[config.mk]
export PLATFORM = sky130hd
export DESIGN_NAME = alu_multiciclo_flat
export DESIGN_NICKNAME = d
export VERILOG_FILES = /design/src/rtl/alu_pkg.sv /design/src/rtl/alu_multiciclo_if.sv /design/src/rtl/divisor_nbits.sv /design/src/rtl/alu_multiciclo.sv /design/src/flat_wrapper.sv
export SDC_FILE = /design/constraint.sdc
export NUM_CORES = 1
export LEC_CHECK = 0
export ABC_CLOCK_PERIOD_IN_PS = 4000
export BUFFER_PORTS_ARGS = -buffer_cell sky130_fd_sc_hd__buf_2
export CAP_MARGIN = 5
export CORE_ASPECT_RATIO = 1.75
export CORE_MARGIN = 2
export CORE_UTILIZATION = 55
export DETAILED_ROUTE_END_ITERATION = 12
export GPL_TIMING_DRIVEN = 1
export PLACE_DENSITY = 0.8
export REMOVE_ABC_BUFFERS = 1
export SLEW_MARGIN = 15
export SYNTH_ARGS = -nofsm -noshare
export SYNTH_HDL_FRONTEND = slang
export SYNTH_SLANG_ARGS = --single-unit
[constraint.sdc]
create_clock -name clk -period 4 [get_ports clk]
set_clock_uncertainty 0.2 [all_clocks]
set_input_delay 0.6 -clock clk [delete_from_list [all_inputs] [get_ports clk]]
set_output_delay 0.6 -clock clk [all_outputs]
set_load 0.02 [all_outputs]
[src/rtl/alu_pkg.sv]
// Shared types and 7-segment glyphs for the multi-cycle ALU.
// Modes 1000/1001 are valid only when ALU_DIV_EN is defined.
package alu_pkg;

  typedef enum logic [3:0] {
    MODE_ADD = 4'b0000,
    MODE_SUB = 4'b0001,
    MODE_MUL = 4'b0010,
    MODE_AND = 4'b0011,
    MODE_OR  = 4'b0100,
    MODE_XOR = 4'b0101,
    MODE_SHL = 4'b0110,
    MODE_SHR = 4'b0111,
    MODE_QUO = 4'b1000,
    MODE_REM = 4'b1001
  } alu_mode_e;

  typedef enum logic [1:0] {
    ST_IDLE,
    ST_EXEC,
    ST_DIV
  } alu_state_e;

  // Active-low glyphs, bit order gfedcba.
  localparam logic [6:0] SEG_0     = 7'b1000000;
  localparam logic [6:0] SEG_1     = 7'b1111001;
  localparam logic [6:0] SEG_2     = 7'b0100100;
  localparam logic [6:0] SEG_3     = 7'b0110000;
  localparam logic [6:0] SEG_4     = 7'b0011001;
  localparam logic [6:0] SEG_5     = 7'b0010010;
  localparam logic [6:0] SEG_6     = 7'b0000010;
  localparam logic [6:0] SEG_7     = 7'b1111000;
  localparam logic [6:0] SEG_8     = 7'b0000000;
  localparam logic [6:0] SEG_9     = 7'b0010000;
  localparam logic [6:0] SEG_ERR   = 7'b0001001;
  localparam logic [6:0] SEG_BLANK = 7'b1111111;

  function automatic logic [6:0] mode_glyph(input logic [3:0] m);
    case (m)
      4'd0:    return SEG_0;
      4'd1:    return SEG_1;
      4'd2:    return SEG_2;
      4'd3:    return SEG_3;
      4'd4:    return SEG_4;
      4'd5:    return SEG_5;
      4'd6:    return SEG_6;
      4'd7:    return SEG_7;
      4'd8:    return SEG_8;
      4'd9:    return SEG_9;
      default: return SEG_ERR;
    endcase
  endfunction

endpackage

[src/rtl/alu_multiciclo_if.sv]
// Operand/result bundle between the ALU and its requester.
interface alu_multiciclo_if #(parameter int N = 4);
  logic           start;
  logic [N-1:0]   in1;
  logic [N-1:0]   in2;
  logic [3:0]     mode;
  logic           busy;
  logic           done;
  logic [2*N-1:0] result;
  logic           neg;
  logic           cero;
  logic           carry;
  logic           err;
  logic [6:0]     mode_seg;

  modport master (output start, in1, in2, mode,
                  input  busy, done, result, neg, cero, carry, err, mode_seg);
  modport slave  (input  start, in1, in2, mode,
                  output busy, done, result, neg, cero, carry, err, mode_seg);
endinterface

[src/rtl/divisor_nbits.sv]
// Iterative restoring divider: quotient and remainder of N-bit unsigned
// operands in N cycles; done_o is high for one cycle once both are valid.
module divisor_nbits #(parameter int N = 4) (
  input  logic         clk,
  input  logic         rst,
  input  logic         start_i,
  input  logic [N-1:0] dividend_i,
  input  logic [N-1:0] divisor_i,
  output logic         done_o,
  output logic [N-1:0] quotient_o,
  output logic [N-1:0] remainder_o
);
  localparam int CW = $clog2(N + 1);

  logic [CW-1:0] cnt_q;
  logic          act_q;
  logic [N-1:0]  rem_q, quo_q, dvs_q;
  logic [N:0]    rem_shift, trial;

  assign rem_shift = {rem_q, quo_q[N-1]};
  assign trial     = rem_shift - {1'b0, dvs_q};

  always_ff @(posedge clk or posedge rst) begin
    // NOTE: non-blocking assignments so every register samples pre-edge values.
    if (rst) begin
      act_q <= 1'b0;
      cnt_q <= '0;
    end else if (start_i) begin
      act_q <= 1'b1;
      cnt_q <= CW'(N);
    end else if (act_q) begin
      if (cnt_q != '0) cnt_q <= cnt_q - 1'b1;
      else             act_q <= 1'b0;
    end
  end

  // NOTE: datapath registers carry no reset; act_q qualifies their contents.
  always_ff @(posedge clk) begin
    if (start_i) begin
      rem_q <= '0;
      quo_q <= dividend_i;
      dvs_q <= divisor_i;
    end else if (act_q && cnt_q != '0) begin
      rem_q <= trial[N] ? rem_shift[N-1:0] : trial[N-1:0];
      quo_q <= {quo_q[N-2:0], ~trial[N]};
    end
  end

  assign done_o      = act_q && (cnt_q == '0);
  assign quotient_o  = quo_q;
  assign remainder_o = rem_q;
endmodule

[src/rtl/alu_multiciclo.sv]
// Multi-cycle N-bit ALU with registered result/flags and mode glyph.
// Define ALU_DIV_EN to enable quotient/remainder via divisor_nbits.
module alu_multiciclo
  import alu_pkg::*;
#(parameter int N = 4) (
  input logic clk,
  input logic rst,
  alu_multiciclo_if.slave bus
);
  localparam logic [N:0] SHL_LIM = (N+1)'(2 * N);

  alu_state_e     state_q, state_d;
  logic [N-1:0]   a_q, b_q;
  logic [3:0]     mode_q;
  logic [2*N-1:0] result_q, res_d;
  logic           neg_q, carry_q, cero_q, err_q, done_q;
  logic           neg_d, carry_d, cero_d, err_d, valid;
  logic [6:0]     seg_q;
  logic           load, upd, div_start, div_done;

  logic [N:0]     sum_w;
  logic [2*N-1:0] prod_w;
  logic [N-1:0]   diff_w;

  assign sum_w  = {1'b0, a_q} + {1'b0, b_q};
  assign prod_w = {{N{1'b0}}, a_q} * {{N{1'b0}}, b_q};
  assign diff_w = (a_q < b_q) ? (b_q - a_q) : (a_q - b_q);

`ifdef ALU_DIV_EN
  logic [N-1:0] div_quo, div_rem;

  divisor_nbits #(.N(N)) u_div (
    .clk         (clk),
    .rst         (rst),
    .start_i     (div_start),
    .dividend_i  (bus.in1),
    .divisor_i   (bus.in2),
    .done_o      (div_done),
    .quotient_o  (div_quo),
    .remainder_o (div_rem)
  );
`else
  assign div_done = 1'b0;
`endif

  always_comb begin
    // NOTE: defaults first so no path through this block can infer a latch.
    state_d   = state_q;
    load      = 1'b0;
    upd       = 1'b0;
    div_start = 1'b0;
    case (state_q)
      ST_IDLE: if (bus.start) begin
        load    = 1'b1;
        state_d = ST_EXEC;
`ifdef ALU_DIV_EN
        if ((bus.mode == MODE_QUO || bus.mode == MODE_REM) && bus.in2 != '0) begin
          div_start = 1'b1;
          state_d   = ST_DIV;
        end
`endif
      end
      ST_EXEC: begin
        upd     = 1'b1;
        state_d = ST_IDLE;
      end
      ST_DIV: if (div_done) begin
        upd     = 1'b1;
        state_d = ST_IDLE;
      end
      default: state_d = ST_IDLE;
    endcase
  end

  always_comb begin
    res_d   = '0;
    neg_d   = 1'b0;
    carry_d = 1'b0;
    err_d   = 1'b0;
    valid   = 1'b1;
    case (mode_q)
      MODE_ADD: begin
        res_d   = {{(N-1){1'b0}}, sum_w};
        carry_d = sum_w[N];
      end
      MODE_SUB: begin
        res_d = {{N{1'b0}}, diff_w};
        neg_d = (a_q < b_q);
      end
      MODE_MUL: begin
        res_d   = prod_w;
        carry_d = |prod_w[2*N-1:N];
      end
      MODE_AND: res_d = {{N{1'b0}}, a_q & b_q};
      MODE_OR:  res_d = {{N{1'b0}}, a_q | b_q};
      MODE_XOR: res_d = {{N{1'b0}}, a_q ^ b_q};
      MODE_SHL: res_d = ({1'b0, b_q} >= SHL_LIM) ? '0 : ({{N{1'b0}}, a_q} << b_q);
      MODE_SHR: res_d = {{N{1'b0}}, a_q >> b_q};
`ifdef ALU_DIV_EN
      // A zero divisor never reaches the divider; it is resolved here in EXEC.
      MODE_QUO: begin
        res_d = {{N{1'b0}}, (b_q == '0) ? {N{1'b1}} : div_quo};
        err_d = (b_q == '0);
      end
      MODE_REM: begin
        res_d = {{N{1'b0}}, (b_q == '0) ? a_q : div_rem};
        err_d = (b_q == '0);
      end
`endif
      default: begin
        err_d = 1'b1;
        valid = 1'b0;
      end
    endcase
    cero_d = valid && (res_d == '0);
  end

  always_ff @(posedge clk or posedge rst) begin
    if (rst) begin
      state_q  <= ST_IDLE;
      a_q      <= '0;
      b_q      <= '0;
      mode_q   <= '0;
      result_q <= '0;
      neg_q    <= 1'b0;
      carry_q  <= 1'b0;
      cero_q   <= 1'b0;
      err_q    <= 1'b0;
      done_q   <= 1'b0;
      seg_q    <= SEG_BLANK;
    end else begin
      state_q <= state_d;
      done_q  <= upd;
      if (load) begin
        a_q    <= bus.in1;
        b_q    <= bus.in2;
        mode_q <= bus.mode;
      end
      if (upd) begin
        result_q <= res_d;
        neg_q    <= neg_d;
        carry_q  <= carry_d;
        cero_q   <= cero_d;
        err_q    <= err_d;
        seg_q    <= valid ? mode_glyph(mode_q) : SEG_ERR;
      end
    end
  end

  assign bus.busy     = (state_q != ST_IDLE);
  assign bus.done     = done_q;
  assign bus.result   = result_q;
  assign bus.neg      = neg_q;
  assign bus.carry    = carry_q;
  assign bus.cero     = cero_q;
  assign bus.err      = err_q;
  assign bus.mode_seg = seg_q;
endmodule

[src/flat_wrapper.sv]
// flat-port wrapper written by rule: the top's interface ports become plain ports
module alu_multiciclo_flat import alu_pkg::*;
#(parameter int N = 4)
  (clk, rst, bus_start, bus_in1, bus_in2, bus_mode, bus_busy, bus_done, bus_result, bus_neg, bus_cero, bus_carry, bus_err, bus_mode_seg);
  alu_multiciclo_if #(.N(N)) bus_i ();
  input logic clk;
  input logic rst;
  input wire logic [$bits(bus_i.start)-1:0] bus_start;
  input wire logic [$bits(bus_i.in1)-1:0] bus_in1;
  input wire logic [$bits(bus_i.in2)-1:0] bus_in2;
  input wire logic [$bits(bus_i.mode)-1:0] bus_mode;
  output wire logic [$bits(bus_i.busy)-1:0] bus_busy;
  output wire logic [$bits(bus_i.done)-1:0] bus_done;
  output wire logic [$bits(bus_i.result)-1:0] bus_result;
  output wire logic [$bits(bus_i.neg)-1:0] bus_neg;
  output wire logic [$bits(bus_i.cero)-1:0] bus_cero;
  output wire logic [$bits(bus_i.carry)-1:0] bus_carry;
  output wire logic [$bits(bus_i.err)-1:0] bus_err;
  output wire logic [$bits(bus_i.mode_seg)-1:0] bus_mode_seg;
  assign bus_i.start = bus_start;
  assign bus_i.in1 = bus_in1;
  assign bus_i.in2 = bus_in2;
  assign bus_i.mode = bus_mode;
  assign bus_busy = bus_i.busy;
  assign bus_done = bus_i.done;
  assign bus_result = bus_i.result;
  assign bus_neg = bus_i.neg;
  assign bus_cero = bus_i.cero;
  assign bus_carry = bus_i.carry;
  assign bus_err = bus_i.err;
  assign bus_mode_seg = bus_i.mode_seg;
  alu_multiciclo #(.N(N)) u_core (.clk(clk), .rst(rst), .bus(bus_i));
endmodule
==> Word-level counts from Yosys, hierarchy flattened <==
Memories as Yosys holds them, arrays and structs flattened.
Index checks and enable logic that the tools add are counted.
Widths: inputs -> output; s select.
{ "op_classes": {"add_sub_neg": 3, "mul": 1, "n_reduce_logical": 8, "bitwise": 4, "magnitude_cmp": 2, "shifts": 2, "eq_ne": 10, "mux": 13} }
{ "op_table": {"columns": ["op", "n"], "rows": [
  ["$pmux 8 s8", 1],
  ["$eq 4x3->1 const B", 4],
  ["$eq 4x2->1 const B", 2],
  ["$logic_not 8->1", 1],
  ["$mul 4x4->8", 1],
  ["$mux 8", 1],
  ["$reduce_or 8->1", 1],
  ["$shl 4x4->8", 1],
  ["$sub 4x4->4", 2],
  ["$mux 7", 1],
  ["$mux 1", 6],
  ["$add 4x4->5", 1],
  ["$and 4x4->4", 1],
  ["$eq 4x1->1 const B", 1],
  ["$ge 4x4->1 const B", 1],
  ["$logic_not 4->1", 1],
  ["$lt 4x4->1", 1],
  ["$mux 4", 1],
  ["$or 4x4->4", 1],
  ["$pmux 2 s2", 1],
  ["$reduce_or 4->1", 1],
  ["$shr 4x4->4", 1],
  ["$xor 4x4->4", 1],
  ["$eq 2x1->1 const B", 1],
  ["9 further kinds", 9]
]} }
{ "word_totals": {"regBits": 34, "mem_bits_ro": 112, "output_inout_bits": 21, "in_bits": 15, "elab_cells": 55, "n_memories": 1} }
{ "memory_table": {"columns": ["memory", "words", "word_bits", "rd", "rd_ports_with_merged_regs", "write_ports", "line", "source"], "rows": [
  ["(no name shown)", 16, 7, 1, 0, 0, "alu_pkg.sv:39", "case (m)"]
]} }

==> Depth between registers and ports, before layout <==
{ "depth": {"word_depth": 5, "depth_mapped": 14, "depth_no_buf": 13} }

==> Least setup slack after synthesis <==
No wires, ideal clock.
{ "synth_timing": {"path_type": "flip-flop to flip-flop", "startpoint": "reg u_core.b_q[1]", "endpoint": "reg u_core.cero_q (netlist: u_core.bus.cero)", "setup_slack_ps": 375, "required_ps": 3690, "path_buffers": 1, "setup_ps": 110, "path_stages_with_launch": 14, "t_arrival_ps": 3315, "path_cell_list": "dfrtp_1 > buf_2 > nand2_1 > fa_1 > inv_1 > fa_1 > inv_1 > fa_1 > inv_1 > a221oi_1 > o32ai_1 > a21oi_1 > o221ai_1 > o41ai_1"} }
{ "synth_via": {"elab_chain_len": 5, "word_cells_on_any_way": 16} }
{ "synth_rtl": {"columns": ["element", "line", "source"], "rows": [
  ["start: declaration", "alu_multiciclo.sv:13", "logic [N-1:0] a_q, b_q;"],
  ["start signal: assignment", "alu_multiciclo.sv:136", "b_q <= bus.in2;"],
  ["parallel branches: the longest is 2 deep, another holds $mul 4x4->8", null, null],
  ["$pmux 8 s8 *", "alu_multiciclo.sv:81", "case (mode_q)"],
  ["$logic_not 8->1 *", "alu_multiciclo.sv:115", "cero_d = valid && (res_d == '0);"],
  ["$logic_and 1x1->1 *", "alu_multiciclo.sv:115", null],
  ["end signal: assignment", "alu_multiciclo.sv:143", "cero_q <= cero_d;"],
  ["end: declaration", "alu_multiciclo.sv:16", "logic neg_q, carry_q, cero_q, err_q, done_q;"]
]} }
Every way passes the cells marked *.
A chain may end at the register's enable or synchronous reset.

==> Final worst setup path <==
{ "layout_timing": {"startpoint": "reg u_core.a_q[2]", "endpoint": "reg u_core.cero_q (netlist: u_core.bus.cero)"} }
{ "layout_via": {"elab_chain_len": 5, "word_cells_on_any_way": 15} }
{ "layout_rtl": {"columns": ["element", "line", "source"], "rows": [
  ["start: declaration", "alu_multiciclo.sv:13", null],
  ["start signal: assignment", "alu_multiciclo.sv:135", "a_q <= bus.in1;"],
  ["parallel branches: the longest is 2 deep, another holds $mul 4x4->8", null, null],
  ["$pmux 8 s8 *", "alu_multiciclo.sv:81", null],
  ["$logic_not 8->1 *", "alu_multiciclo.sv:115", null],
  ["$logic_and 1x1->1 *", "alu_multiciclo.sv:115", null]
]} }
Marks and branches as above.

==> key figures <==
Run status
  • Outcome: completed

Logic synthesis
  • Synth unique cells: 58
  • Number of synthesized flops with an enable pin: 0
  • Sequential area share after synthesis: between 30% and 40%
  • Top FF cell, synth: dfrtp_1
  • Cells after Synth: between 300 and 400
  • Syn_area_per_cell: 8.691 um^2
  • Syn. warnings: 0
  • Netlist Area Pre-Place: about 2800 um^2
  • Ys async rst share: 100.0%
  • Synth Register Bits: 33

Floorplanning
  • Die W: between 50 and 60 um
  • Top-Level Pins: 36
  • Core area: 4892 um^2
  • Initial core utilization: 56.32%
  • Die Area: 5614 um^2
  • Die H: 97.63 um
  • # rows: 34

Placement
  • HPWL Detailed: 5567 um
  • Routability cong.: 0.9740
  • Port Buffers: 35

Timing
  • Hold Fails Final Rpt: 0
  • Slew HR: 59.72%
  • Final critical-path share of the clock period: 93.65%
  • Min Tclk post-route: 3.746 ns
  • Final Setup Violations: 0
  • Setup_tns: 0 ns
  • Slew Viols, Final: 0
  • Worst slew pin tran: just over 0.6 ns
  • RSZ-0062 raised after global routing: no
  • WHS: 0.1684 ns
  • Fmax: roughly 0.27 GHz

Critical path
  • Setup crit start: u_core.a_q[2]
  • Critical path launch point type: register
  • Reg-to-Reg Start: u_core.a_q[2]
  • CP arrival: 3.75 ns
  • Crit-path cells: nand2_1 -> fa_1 -> inv_1 -> fa_1 -> inv_1 -> fa_1 -> inv_1 -> a221oi_1 -> o32ai_1 -> a21oi_1 -> o221ai_1 -> o41ai_2
  • Slowest stage cell, crit path: fa_1
  • CP max stage delay: about 0.54 ns
  • CP endpoint kind: register
  • CP Class: reg -> reg
  • CP Max Fanout: 8
  • Worst path bufs/invs: 3
  • CP required: around 4 ns
  • CP top delay family: adder cells

Finish
  • Commonest non-fill, non-tap cell in the layout: buf_2
  • Final nets: 404
  • Storage element area: 835.8 um^2
  • Commonest cells after routing, fill and taps aside: 35 x buf_2, 32 x ha_1, 30 x nand2_1
  • Area Growth Syn to Fin: 12.26%
  • # diodes: 0
  • Layout cells sized above 1: roughly a fifth
  • # fillers: 447
  • Area of the multi-input gates: 1725 um^2

Clocking
  • Clock sinks: 33
  • Clock slew at the register clock pins of the worst setup and hold paths: roughly 0.08 ns
  • CTS tree: built
  • TritonCTS buffer count: 5
  • H-tree levels: 2
  • Clock Path Buffers: 2
  • Clk Latency, worst-skew pair: 0.30 ns
  • Post-CTS Setup Bufs: 0
  • Root Driver: clkbuf_8

Routing
  • Number of vias per cell: 6.030
  • DR iter-0 viols: approximately 150
  • Post-route DRC: 0
  • Final antenna-violating net count: 0
  • Routed WL per cell: 18.13 um
  • Pre-antenna DRT Iters: 5
  • Vias: 2442
  • Total wire length: 7344 um

Global route
  • Vias in the first global route: around 2500
  • Total Routing Usage GR: 28.00%
  • GRT met1 Usage: 32.54%
  • Met3 usage: 2.530%
  • Grt total ovfl: 0
  • First-pass GRT wire length: 12210 um
  • Busiest grt layer: met2
  • Met2 Usage GRT: 49.83%
  • Largest net degree at the start of global routing: 34
  • Initial antenna violation count: 0

Power
  • Pwr Density: 423.5 nW/um^2
  • Maximum VDD drop: 320.2 uV
  • Leakage power: 1.488 nW

Run
  • Total of max-cap violations: 0

Min path
  • Worst Hold Class: in -> async
==> Yosys cell counts (6+ instances only) <==
cell type  number  area (um^2)
and2_1          7        43.79
nor2b_1         6        37.54
o211ai_1        7        52.55
o21ai_1         7        35.03
dfstp_2         7        183.9
nor2_1         26        97.59
fa_1            7        140.1
o21ai_0        16        80.08
buf_2           9        45.04
clkbuf_1        8        30.03
inv_1          29        108.9
dfrtp_1        26        650.6
a21oi_1        22        110.1
nand2_1        30        112.6
ha_1           32        400.4
==> repair_timing <==
action	CTS	global route
endpoints found under the setup margin	0	1
gates resized for setup	0	2
hold buffers	0	0
==> worst paths after layout <==
| kind | endpoint | slack [ns] | cells past startpoint |
|---|---|---|---|
| worst max-delay path | u_core.bus.cero | 0.25 | 12 |
| worst min-delay path | u_core.a_q[3] | 0.17 | 3 |
| worst max register to register | u_core.bus.cero | 0.25 | 12 |
| worst min register to register | u_core.bus.mode_seg[6] | 0.28 | 2 |
| max in group asynchronous | u_core.bus.mode_seg[2] | 3.09 | 3 |
| min in group clk | u_core.bus.mode_seg[6] | 0.28 | 2 |
==> cell type report <==
class / instances / area share [%]
clock buffers: 7 / 3.115
clock inverters: 1 / 0.1618
inverters: 32 / 3.883
multi-input cells: 234 / 55.78
flip-flops and latches: 33 / 27.02
well taps: 54 / 2.184
repair buffers: 44 / 7.848
==> per-layer routing <==
| layer | routed length, um | part of all wire, % | up-vias |
|---|---|---|---|
| li1 | - | - | 1176 |
| met1 | 2861 | 39 | 1158 |
| met2 | 3972 | 54 | 83 |
| met3 | 231 | 3.1 | 25 |
| met4 | 279 | 3.8 | 0 |
| met5 | 0 | 0 | - |
==> where the power goes <==
group          leakage, nW  internal (mW)  total, mW  switching, mW
Sequential           0.395          0.390      0.442         0.0527
Combinational         1.04          0.222      0.581          0.359
Clock               0.0542          0.156      0.286          0.131
==> sequential cells by signal, indices dropped and copies added (netlist names) <==
signal / count
u_core.bus.mode_seg: 7
u_core.bus.carry: 1
u_core.bus.neg: 1
u_core.bus.cero: 1
u_core.a_q: 4
u_core.bus.done: 1
u_core.b_q: 4
u_core.bus.err: 1
u_core.state_q: 1
u_core.mode_q: 4
u_core.bus.result: 8
==> logic make-up (layout without fill, tap and decap cells) <==
| logic type | count (synthesis) | in the layout | share of synthesized area (%) |
|---|---|---|---|
| fa+ha+maj | 39 | 39 | 19.62 |
| simple gates | 87 | 87 | 15.30 |
| xor+xnor | 6 | 6 | 1.908 |
| flops | 33 | 33 | 30.29 |
| mux | 7 | 7 | 2.679 |
| buf+inv | 50 | 84 | 7.357 |
| compound gates | 95 | 95 | 22.84 |
==> metrics by stage <==
| stage | utilization (%) | setup WS (ns) | instances | instance area (um^2) | power, mW |
|---|---|---|---|---|---|
| after global placement | 60.97 | 0.4054 | 397 | 2983 | 1.007 |
| final | 63.22 | 0.2538 | 405 | 3093 | 1.310 |
| after global routing | 63.22 | 0.02966 | 405 | 3093 | 1.390 |
| after floorplan | - | 0.3959 | 299 | 2673 | 0.8308 |
| after CTS | 63.04 | 0.1743 | 405 | 3084 | 1.304 |
| after detailed placement | 60.97 | 0.1900 | 397 | 2983 | 1.017 |
==> worst register-to-register path, stage by stage, from the launching register on <==
cell and delay, ns:
dfrtp_1 0.46, nand2_1 0.13, fa_1 0.53, inv_1 0.06, fa_1 0.53, inv_1 0.07, fa_1 0.54, inv_1 0.05
a221oi_1 0.26, o32ai_1 0.12, a21oi_1 0.15, o221ai_1 0.17, o41ai_2 0.38
Note: power is estimated with default switching activity, not from simulation.
